### config.mk
export PLATFORM = sky130hd
export DESIGN_NAME = dtw_core_ctrl
export DESIGN_NICKNAME = d
export VERILOG_FILES = /design/src/rtl/dtw_core_ctrl.sv
export SDC_FILE = /design/constraint.sdc
export NUM_CORES = 1
export LEC_CHECK = 0
export ABC_AREA = 0
export CAP_MARGIN = 20
export CORE_ASPECT_RATIO = 1.75
export CORE_MARGIN = 5
export CORE_UTILIZATION = 45
export CTS_CLUSTER_DIAMETER = 200
export CTS_CLUSTER_SIZE = 24
export DETAILED_ROUTE_END_ITERATION = 7
export PLACE_DENSITY = 0.83
export SYNTH_ARGS = -nofsm -noshare
export SYNTH_HDL_FRONTEND = slang
export SYNTH_SLANG_ARGS = --single-unit
### constraint.sdc
create_clock -name clk -period 3.35 [get_ports clk]
set_clock_uncertainty 0.05 [all_clocks]
set_input_delay 0.67 -clock clk [delete_from_list [all_inputs] [get_ports clk]]
set_output_delay 0.67 -clock clk [all_outputs]
set_load 0.05 [all_outputs]
### src/rtl/dtw_core_ctrl.sv
// dtw_core_ctrl: sequences one DTW core datapath through clear, squiggle load, reference run, drain and result.
// Optional stall timeout enabled by defining DTW_CTRL_TIMEOUT_EN.
module dtw_core_ctrl #(
    parameter int WORD_LEN       = 16,
    parameter int SQG_LEN        = 250,
    parameter int TIMEOUT_CYCLES = 65535
) (
    input  logic                clk,
    input  logic                rst,
    input  logic                start,
    input  logic [31:0]         ref_len,
    output logic                busy,
    input  logic                sqg_valid,
    output logic                sqg_ready,
    input  logic [WORD_LEN-1:0] sqg_data,
    input  logic                ref_valid,
    output logic                ref_ready,
    input  logic [WORD_LEN-1:0] ref_data,
    output logic                dp_rst,
    output logic                dp_running,
    output logic                dp_load_squiggle,
    output logic [WORD_LEN-1:0] dp_squiggle_word,
    output logic [WORD_LEN-1:0] dp_reference_word,
    output logic [31:0]         dp_reference_len,
    input  logic                dp_done,
    input  logic [WORD_LEN-1:0] dp_best_score,
    input  logic [31:0]         dp_best_position,
    output logic                res_valid,
    input  logic                res_ready,
    output logic [WORD_LEN-1:0] res_score,
    output logic [31:0]         res_position,
    output logic                res_error
);
    typedef enum logic [2:0] {IDLE, CLEAR, LOAD, RUN, DRAIN, SETTLE, RESULT} state_t;
    state_t      state, state_n;
    logic [31:0] sqg_cnt, ref_cnt, ref_len_q;
    logic        settle_q, sqg_hs, ref_hs, timeout, zero_start;
    assign sqg_ready         = state == LOAD;
    assign ref_ready         = state == RUN;
    assign sqg_hs            = sqg_valid && sqg_ready;
    assign ref_hs            = ref_valid && ref_ready;
    assign busy              = state != IDLE;
    assign res_valid         = state == RESULT;
    assign dp_load_squiggle  = sqg_hs;
    assign dp_running        = ref_ready ? ref_valid : state == DRAIN;
    assign dp_squiggle_word  = sqg_data;
    assign dp_reference_word = ref_ready ? ref_data : '0;
    assign dp_reference_len  = ref_len_q;
    assign dp_rst            = rst || state == CLEAR || timeout;
    assign zero_start        = state == IDLE && start && ref_len == 32'd0;
`ifdef DTW_CTRL_TIMEOUT_EN
    logic [31:0] stall_cnt;
    logic        err_q;
    // Any handshake or state change restarts the stall window.
    assign timeout   = (state == LOAD || state == RUN) && !sqg_hs && !ref_hs && stall_cnt == 32'(TIMEOUT_CYCLES - 1);
    assign res_error = err_q;
    always_ff @(posedge clk) begin
        stall_cnt <= (rst || state_n != state || sqg_hs || ref_hs) ? '0 : stall_cnt + 32'd1;
        err_q     <= rst ? 1'b0 : timeout ? 1'b1 : (state == IDLE && start) ? 1'b0 : err_q;
    end
`else
    assign timeout   = 1'b0;
    assign res_error = 1'b0;
`endif
    always_comb begin
        state_n = state;
        unique case (state)
            IDLE:    state_n = start ? (ref_len == 32'd0 ? RESULT : CLEAR) : IDLE;
            CLEAR:   state_n = LOAD;
            LOAD:    state_n = (sqg_hs && sqg_cnt == 32'(SQG_LEN - 1)) ? RUN : LOAD;
            RUN:     state_n = (ref_hs && ref_cnt == ref_len_q - 32'd1) ? DRAIN : RUN;
            DRAIN:   state_n = dp_done ? SETTLE : DRAIN;
            SETTLE:  state_n = settle_q ? RESULT : SETTLE;
            RESULT:  state_n = res_ready ? IDLE : RESULT;
            default: state_n = IDLE;
        endcase
        if (timeout) state_n = RESULT;
    end
    always_ff @(posedge clk) begin
        if (rst) begin
            state        <= IDLE;
            sqg_cnt      <= '0;
            ref_cnt      <= '0;
            ref_len_q    <= '0;
            settle_q     <= 1'b0;
            res_score    <= '1;
            res_position <= '0;
        end else begin
            state    <= state_n;
            sqg_cnt  <= state == CLEAR ? '0 : sqg_hs ? sqg_cnt + 32'd1 : sqg_cnt;
            ref_cnt  <= state == CLEAR ? '0 : ref_hs ? ref_cnt + 32'd1 : ref_cnt;
            settle_q <= state == SETTLE && !settle_q;
            if (state == IDLE && start) ref_len_q <= ref_len;
            // Capture on the last settle cycle, once the best-score compare has retired.
            if (state == SETTLE && settle_q) begin
                res_score    <= dp_best_score;
                res_position <= dp_best_position;
            end else if (zero_start || timeout) begin
                res_score    <= '1;
                res_position <= '0;
            end
        end
    end
endmodule

Yosys cells after proc, flatten, opt, wreduce, memory -nomap -nowiden
Index checks and enable logic that the tools add are counted.
Widths: inputs -> output; s select.
{"block": "classes", "add_sub_neg": 3, "n_eq_ne": 8, "mux": 14, "reduce_logical": 15}
{"operator": "$add 32x1->32 const B", "count": 2}
{"operator": "$mux 32", "count": 2}
{"operator": "$mux 16", "count": 3}
{"operator": "$eq 32x32->1", "count": 1}
{"operator": "$eq 32x8->1 const B", "count": 1}
{"operator": "$logic_not 32->1", "count": 1}
{"operator": "$sub 32x1->32 const B", "count": 1}
{"operator": "$pmux 3 s7", "count": 1}
{"operator": "$mux 3", "count": 4}
{"operator": "$eq 3x3->1 const B", "count": 3}
{"operator": "$logic_and 1x1->1", "count": 8}
{"operator": "$eq 3x2->1 const B", "count": 2}
{"operator": "$eq 3x1->1 const B", "count": 1}
{"operator": "$logic_not 3->1", "count": 1}
{"operator": "$mux 1", "count": 3}
{"operator": "$reduce_bool 3->1", "count": 1}
{"operator": "$mux 2", "count": 1}
{"operator": "$reduce_bool 2->1", "count": 1}
{"operator": "$reduce_or 2->1", "count": 1}
{"operator": "$logic_not 1->1", "count": 1}
{"operator": "$logic_or 1x1->1", "count": 1}
{"block": "word_totals", "register_bits": 148, "in_bits": 119, "output_inout_bits": 120}

Logic depth before layout (Yosys ltp)
Gate-level depths: netlist (run 1).
{"block": "depth", "word_depth": 5, "ltp_mapped": 12}

Least setup slack after synthesis (run 1)
Ideal clock, no wire load.
{"block": "synth_path", "path_kind": "register to register", "start": "reg ref_len_q[0] (netlist: dp_reference_len[0])", "end": "reg state[2]", "t_arrival_ps": 3087, "path_slack_ps": 143, "path_stages_with_launch": 13, "n_path_buf": 2, "cell_sequence": "dfxtp_1 > clkbuf_1 > inv_1 > ha_1 > buf_2 > nor3b_1 > nand4_2 > nor4_2 > mux2_2 > mux2i_1 > a21oi_1 > or4_1 > a21oi_1"}
{"block": "synth_between", "elab_chain_len": 5}
{"element": "start, declared", "line_no": "36", "rtl": "logic [31:0] sqg_cnt, ref_cnt, ref_len_q;"}
{"element": "start signal, assigned", "line_no": "93", "rtl": "if (state == IDLE && start) ref_len_q <= ref_len;"}
{"element": "$sub 32x1->32", "line_no": "71", "rtl": "RUN: state_n = (ref_hs && ref_cnt == ref_len_q - 32'd1) ? DRAIN : RUN;"}
{"element": "$eq 32x32->1", "line_no": "71"}
{"element": "$logic_and 1x1->1", "line_no": "71"}
{"element": "$mux 3", "line_no": "71"}
{"element": "$pmux 3 s7", "line_no": "67", "rtl": "unique case (state)"}
{"element": "end signal, assigned", "line_no": "89", "rtl": "state <= state_n;"}
{"element": "end, declared", "line_no": "35", "rtl": "state_t state, state_n;"}
Every way passes these cells.
A chain may end at the register's enable or synchronous reset.

Worst setup path after layout (run 1)
{"block": "layout_path", "start": "reg state[1]", "end": "out dp_reference_word[13]"}
{"block": "layout_between", "elab_chain_len": 2}
{"element": "$eq 3x2->1", "line_no": "39", "rtl": "assign ref_ready = state == RUN;"}
{"element": "$mux 16", "line_no": "47", "rtl": "assign dp_reference_word = ref_ready ? ref_data : '0;"}
{"element": "end, declared", "line_no": "23", "rtl": "output logic [WORD_LEN-1:0] dp_reference_word,"}
Every way passes these cells.

==> results of run 1 <==
-- layer usage --
metal | vias up | track usage [%] | wire length, um
li1 | 3538 | - | -
met1 | 3465 | 23.95 | 8216
met2 | 277 | 43.25 | 12360
met3 | 75 | 6.306 | 1554
met4 | 0 | 13.12 | 1069
met5 | - | 0 | 0
-- registers in the layout, summed over array words and instances, names as in the netlist --
name              cells
settle_q              1
res_score            16
ref_cnt              32
dp_reference_len     32
sqg_cnt              32
res_position         32
state                 3
-- placed cells by master (no fill, tap or decap), drive strengths merged, types with 15 or more instances in the layout --
master and instances:
nand4 20, nand3 66, xnor2 37, and3 18, nor4 24, o21ai 27, and2 20, clkbuf 19
buf 27, nor3 26, inv 15, nand2 134, a21oi 89, dfxtp 148, nor2 97, xor2 55
clkdlybuf4s50 201
-- cell families after synthesis --
| logic type | Yosys count |
|---|---|
| AOI/OAI and AO/OA | 150 |
| xor gates and xnor gates | 92 |
| adders and majority gates | 4 |
| buffers and inverters | 85 |
| DFF | 148 |
| muxes | 3 |
| other | 1 |
| and+or+nand+nor | 444 |
-- worst min path at each step --
stage	cells after the start	slack [ps]	start	endpoint
2_1_floorplan	1	380	settle_q	settle_q
3_3_place_gp	1	400	settle_q	settle_q
3_5_place_dp	2	410	res_position[15]	res_position[15]
4_1_cts	2	420	res_position[15]	res_position[15]
5_1_grt	2	430	res_position[13]	res_position[13]
6_report	2	420	res_position[13]	res_position[13]
-- power breakdown --
part           internal [W]  leakage [nW]  switching (W)
logic              0.000329          2.11       0.000442
clock network       0.00126         0.295       0.000759
registers           0.00179          1.20      0.0000677
total               0.00339          3.61        0.00127
-- metrics by stage --
step / power [W] / worst slack (ps)
after global routing: 0.004820 / 47.33
final: 0.004655 / 167.3
after CTS: 0.004671 / 165.0
after detailed placement: 0.002659 / 292.6
after floorplan: 0.002390 / 142.8
after global placement: 0.002650 / 379.8
-- worst register-to-register path: cells and delay by family, from the launching register on --
kind,cells,cell delay [ps]
buf+inv,1,190
flops,1,410
simple gates,4,1710
xor+xnor,1,160
compound gates,3,580
-- cell type report --
type                       instances  area, um^2
clock buffer                      19       442.9
clock inverter                    12       178.9
antenna                            1       2.502
sequential                       148        2963
fill                            1341        5851
timing repair buffer             228        2237
inverter                          14       52.55
tap                              189       236.5
multi-input combinational        694        3988
==> summary.md, run 1 <==
| Metric | Value |
|---|---|
| Status | `finished clean` |
| Die outline area | `approximately 19000 um^2` |
| Starting utilization of the core area | `between 40% and 50%` |
| Total standard cell area after synthesis | `about 7300 um^2` |
| Total of buffers placed on input and output ports | `roughly 210` |
| XOR/XNOR Fraction of Synth Area | `between 10% and 20%` |
| Floorplan die width | `106.4 um` |
| TritonCTS Sinks | `148` |
| Setup Fix Bufs, Post-CTS | `0` |
| TritonCTS clock tree | `yes` |
| Warning count from the yosys run | `0` |
| Post-CTS clock slew at the launch and capture registers of the worst setup and hold paths | `60 ps` |
| Quantity of gates resized following cts | `0` |
| Final weighted congestion in routability-driven placement | `0.9352` |
| Wire length of the first global-routing pass | `between 30000 and 40000 um` |
| Cell with the biggest individual delay on the critical path | `sky130_fd_sc_hd__clkdlybuf4s50_1` |
| Total of flip-flops plus latches after synthesis | `approximately 150` |
| Pins Over Slew Limit | `0` |
| Number of setup violations in the final report | `0` |
| Synthesized-area fraction occupied by adder cells | `less than 1%` |
| Unrepaired setup endpoints after global routing | `false` |
| Dominant register cell in the synthesized netlist | `sky130_fd_sc_hd__dfxtp_1` |
| Inst Count DP | `between 1000 and 1500` |
| Share of the yosys chip area belonging to registers | `~40%` |
| Post-layout instance area | `about 10000 um^2` |
| Biggest cell delay along the critical path | `820 ps` |
| Number of antenna violations at the first check in global routing | `0` |
| Die height | `approximately 180 um` |
| Clock buffer depth | `2` |
| Worst setup startpoint | `state[1]` |
| Final cycle utilization of the critical path | `about 95%` |
| Endpoint class of the critical path | `output pin` |
| DR vias | `7355` |
| Portion of synthesized cell area occupied by the leading cell type | `around two fifths` |
| Post-synth top area cell | `sky130_fd_sc_hd__dfxtp_1` |
| Cell Count, Final, Fillers Out | `about 1300` |
| Pin count of the biggest net entering global routing | `67` |
| Hold Slack | `approximately 420 ps` |
| Family with the most delay on the worst path | `buffers and inverters` |
| Final Hold Viols | `0` |
| Maximum clock frequency | `0.3142 GHz` |
| Static power due to leakage | `roughly 3.6 nW` |
| Final HPWL from detailed placement | `17000 um` |
| Mean Syn Cell Area | `approximately 7.9 um^2` |
| Iteration-0 DRC Markers | `a little over 300` |
| Global Route Usage Sum | `a little under a quarter` |
| Destination of the worst register-to-register timing path | `state[2]` |
| Flop-to-flop setup slack | `between 150 and 200 ps` |
| Final cell utilization of the core | `between 60% and 70%` |
| Simple-gate portion of the synthesized area | `about 30%` |
| Std cell rows | `61` |
| Minimum clock period | `3183 ps` |
| Top fanout value on the critical path | `17` |
| Dominant cell by count in the synthesized netlist | `sky130_fd_sc_hd__dfxtp_1` |
| Share of post-route cells with drive strength above 1 | `6.547%` |
| Crit path capture | `dp_reference_word[13]` |
| Portion of netlist area occupied by mux cells | `less than 1%` |
| Reg2reg path depth | `9` |
| Share of the synthesized area in compound gates (AO/OA/AOI/OAI) | `roughly an eighth` |
| Hold Buf Count CTS | `0` |
| Total Neg Setup Slack | `0 ps` |
| Count of different cell masters after synthesis | `a little over 60` |
| Crit path arrival time | `2460 ps` |
| Cell-by-cell listing of the critical path | `and3b_1 -> buf_4 -> and2_1 -> clkdlybuf4s50_1` |
| Layout overhead on the synthesized area | `38.00%` |
| Final-stage net count | `1226` |
| CP Class | `register to output pin` |
| WP data required | `roughly 2600 ps` |
| Clock latency on the worst-skew pair | `approximately 420 ps` |
| Floorplan core area | `roughly 16000 um^2` |
| Main combinational cell family by area after synthesis | `simple AND/OR/NAND/NOR gates` |
| Buffers & Inverters on Critical Path | `2` |
| Per-cell via count in the routed design | `between 5 and 6` |
| Total Routed Length | `about 23000 um` |
| Post-synth net total | `roughly 1100` |
| Final routed wire length divided by cell count | `17.78 um` |
| Num ports | `239` |
| CTS buffer count | `17` |
| Vias in the first global route | `approximately 7200` |
| CTS HTree Levels | `4` |
| Area contributors post-synth | `sky130_fd_sc_hd__dfxtp_1, sky130_fd_sc_hd__nand2_1, sky130_fd_sc_hd__xor2_1` |
| Levels on crit path | `4` |
| Cell at the root of the clock tree | `sky130_fd_sc_hd__clkbuf_16` |
| Headroom to the max-slew limit | `between 40% and 50%` |
| Overflow after GRT | `0` |
| Number of enable-type register cells in the synthesized netlist | `0` |
| Number of antenna-violating nets in the routed design | `0` |
| Remaining design rule violation count | `0` |
| Transition time at the pin with the least slew margin | `between 700 and 800 ps` |
| Syn Inst Count | `about 900` |
| Start of the worst register-to-register path | `dp_reference_len[2]` |
| Power density of the placed cells | `about 460 nW/um^2` |
| Most instantiated cells after synthesis | `sky130_fd_sc_hd__dfxtp_1, sky130_fd_sc_hd__nand2_1, sky130_fd_sc_hd__nor2_1` |
| Async set or reset register ratio after synthesis | `0%` |
| Type of the tightest min-delay check | `register to register` |
| Maximum vdd drop | `0.0003951 V` |
| Count of max-cap constraint violations | `0` |
| TritonRoute pass-1 iters | `5` |
| Kind of start point of the critical path | `register` |
| Area after DPL | `9477 um^2` |
(Power assumes the default switching activity.)
==> run 2: changes to the inputs <==
PLACE_DENSITY = 0.77   (was 0.83)
==> summary.md, run 2 (synthesis gave the netlist of run 1 again) <==
| Metric | Value |
|---|---|
| Commonest cells after routing, fill and taps aside | `sky130_fd_sc_hd__clkdlybuf4s50_1, sky130_fd_sc_hd__dfxtp_1, sky130_fd_sc_hd__nand2_1, sky130_fd_sc_hd__nor2_1, sky130_fd_sc_hd__a21oi_1` |
| Clock buffer depth | `2 (unchanged)` |
| Floorplan core area | `15950 um^2 (unchanged)` |
| Final HPWL from detailed placement | `17290 um (+1.7%)` |
| Met3 wire len | `1400 um (-9.9%)` |
| Total of buffers placed on input and output ports | `205 (unchanged)` |
| Reg2reg path depth | `8 (-1)` |
| TritonCTS clock tree | `yes` |
| Starting utilization of the core area | `45.89% (unchanged)` |
| Cell-by-cell listing of the critical path | `or4_1 -> nor4_1 -> and2_1 -> xor2_1 -> o211ai_1 -> a211o_1 -> o41ai_1 -> a21oi_1` |
| Hold Slack | `411.3 ps (-8.491 ps)` |
| Remaining design rule violation count | `0 (unchanged)` |
| Status | `finished clean` |
| Crit path arrival time | `3430 ps (+970 ps)` |
| CTS HTree Levels | `4 (unchanged)` |
| Share of post-route cells with drive strength above 1 | `6.637% (+0.090 points)` |
| Cell at the root of the clock tree | `sky130_fd_sc_hd__clkbuf_16` |
| Final routed wire length divided by cell count | `17.84 um (+0.34%)` |
| Die outline area | `19020 um^2 (unchanged)` |
| Worst hold path depth | `1 (-1)` |
| Endpoint class of the critical path | `register` |
| Number of antenna violations at the first check in global routing | `0 (unchanged)` |
| CTS buffer count | `17 (unchanged)` |
| Setup ws final | `140.7 ps (-26.64 ps)` |
| Power density of the placed cells | `452.6 nW/um^2 (-1.8%)` |
| Top fanout value on the critical path | `9 (-8)` |
| Total Routed Length | `23260 um (+0.27%)` |
| Maximum clock frequency | `0.3116 GHz (-0.83%)` |
| Start of the worst register-to-register path | `dp_reference_len[2]` |
| Cell with the biggest individual delay on the critical path | `sky130_fd_sc_hd__or4_1` |
| Static power due to leakage | `3.594 nW (-0.31%)` |
| Layout overhead on the synthesized area | `37.61%` |
| Die height | `178.7 um (unchanged)` |
| CP Class | `register to register` |
| Family with the most delay on the worst path | `simple AND/OR/NAND/NOR gates` |
| Buffers & Inverters on Critical Path | `0 (-2)` |
| Headroom to the max-slew limit | `48.75% (-1.0 points)` |
| Per-cell via count in the routed design | `5.504 (-2.3%)` |
| Final-stage net count | `1227 (+0.082%)` |
| Transition time at the pin with the least slew margin | `768.7 ps (+15.22 ps)` |
| Most common library cell in the layout ignoring fill and taps | `sky130_fd_sc_hd__clkdlybuf4s50_1` |
| Pins Over Slew Limit | `0 (unchanged)` |
| Iteration-0 DRC Markers | `384 (+25%)` |
| Type of the tightest min-delay check | `register to register` |
| Destination of the worst register-to-register timing path | `state[0]` |
| Area after DPL | `9484 um^2 (about the same)` |
| Beginning of the worst hold path | `settle_q` |
| Inst Count DP | `1274 (+0.079%)` |
| Pre-CTS WS | `304.9 ps (+12.34 ps)` |
| Kind of start point of the critical path | `register` |
| Pin count of the biggest net entering global routing | `67 (unchanged)` |
| Count of max-cap constraint violations | `0 (unchanged)` |
| Total Neg Setup Slack | `0 ps (unchanged)` |
| TritonCTS Sinks | `148 (unchanged)` |
| Overflow after GRT | `0 (unchanged)` |
| Hold Buf Count CTS | `0 (unchanged)` |
| Flop-to-flop setup slack | `140 ps (-50 ps)` |
| Quantity of gates resized following cts | `0 (unchanged)` |
| Wire length of the first global-routing pass | `36410 um (+1.7%)` |
| Maximum vdd drop | `0.0003284 V (-17%)` |
| Global Route Usage Sum | `24.00% (+0.43 points)` |
| TritonRoute pass-1 iters | `5 (unchanged)` |
| Post-layout instance area | `10070 um^2 (-0.28%)` |
| Std cell rows | `61 (unchanged)` |
| Uppermost layer routed | `met4` |
| Final cycle utilization of the critical path | `95.80% (+0.80 points)` |
| Final Hold Viols | `0 (unchanged)` |
| Clock latency on the worst-skew pair | `410 ps (about the same)` |
| Post-CTS clock slew at the launch and capture registers of the worst setup and hold paths | `60 ps (about the same)` |
| Minimum clock period | `3209 ps (+26.64 ps)` |
| Total inserted antenna cells | `0 (-1)` |
| Biggest cell delay along the critical path | `630 ps (-190 ps)` |
| Filler instances | `1383 (+3.1%)` |
| Number of setup violations in the final report | `0 (unchanged)` |
| Met1 wire length | `8330 um (+1.4%)` |
| Detailed route wirelength on metal2 | `12400 um (+0.31%)` |
| WP data required | `3570 ps (+940 ps)` |
| Unrepaired setup endpoints after global routing | `false` |
| Cell Count, Final, Fillers Out | `1304 (-0.077%)` |
| Num ports | `239 (unchanged)` |
| Worst Hold Endpoint | `settle_q` |
| Setup Fix Bufs, Post-CTS | `0 (unchanged)` |
| Number of antenna-violating nets in the routed design | `0 (unchanged)` |
| Final weighted congestion in routability-driven placement | `0.9115 (-2.5%)` |
| Floorplan die width | `106.4 um (unchanged)` |
| DR vias | `7177 (-2.4%)` |
| Vias in the first global route | `7172 (-0.51%)` |
-- run 2: changes by cell type in the layout (fill, tap and decap cells not counted) --
cell                        change
sky130_fd_sc_hd__and3b_2        +1
sky130_fd_sc_hd__and3b_1        -1
sky130_fd_sc_hd__inv_6          +1
sky130_fd_sc_hd__diode_2        -1
sky130_fd_sc_hd__clkbuf_8       -1
sky130_fd_sc_hd__buf_4          +1
sky130_fd_sc_hd__bufinv_16      -1
-- run 2: worst register-to-register path, stage by stage, from the launching register on --
cell and delay, ps:
sky130_fd_sc_hd__dfxtp_1 390, sky130_fd_sc_hd__or4_1 630, sky130_fd_sc_hd__nor4_1 610, sky130_fd_sc_hd__and2_1 280, sky130_fd_sc_hd__xor2_1 150, sky130_fd_sc_hd__o211ai_1 100
sky130_fd_sc_hd__a211o_1 300, sky130_fd_sc_hd__o41ai_1 430, sky130_fd_sc_hd__a21oi_1 120
-- run 2: layer usage --
metal	vias up	GRT usage [%]
met4	0	12.96
met3	66	5.946
met2	230	43.99
met5	-	0
met1	3360	24.89
li1	3521	-
-- run 2: power breakdown --
| part | internal (W) | switching (W) | leakage (nW) |
|---|---|---|---|
| Sequential | 0.00179 | 0.0000647 | 1.20 |
| Combinational | 0.000329 | 0.000439 | 2.12 |
| Clock | 0.00117 | 0.000765 | 0.279 |
| Total | 0.00329 | 0.00127 | 3.59 |
-- run 2: per-stage QoR --
| stage | power, W | utilization [%] |
|---|---|---|
| 5_1_grt | 0.004721 | 63.14 |
| 2_1_floorplan | 0.002390 | - |
| 3_3_place_gp | 0.002652 | 59.46 |
| 4_1_cts | 0.004593 | 63.13 |
| 3_5_place_dp | 0.002658 | 59.46 |
| 6_report | 0.004559 | 63.14 |
-- run 2: how the worst max path moves through the flow --
stage	start	end	slack (ps)	cells past startpoint
global placement	dp_reference_len[2]	state[1]	360	8
global route	dp_reference_len[0]	state[0]	50	10
CTS	state[0]	dp_reference_word[13]	80	3
floorplan	dp_reference_len[0]	state[2]	140	12
detailed placement	dp_reference_len[2]	state[1]	300	8
finish	dp_reference_len[2]	state[0]	140	8
-- run 2: area by class of cell --
type,count,area [um^2],share of cell area [%]
sequential,148,2963,29.42
timing repair buffer,229,2245,22.29
inverter,14,52.55,0.5217
clock inverter,12,157.7,1.565
clock buffer,18,429.2,4.261
multi-input combinational,694,3989,39.60
tap,189,236.5,2.348
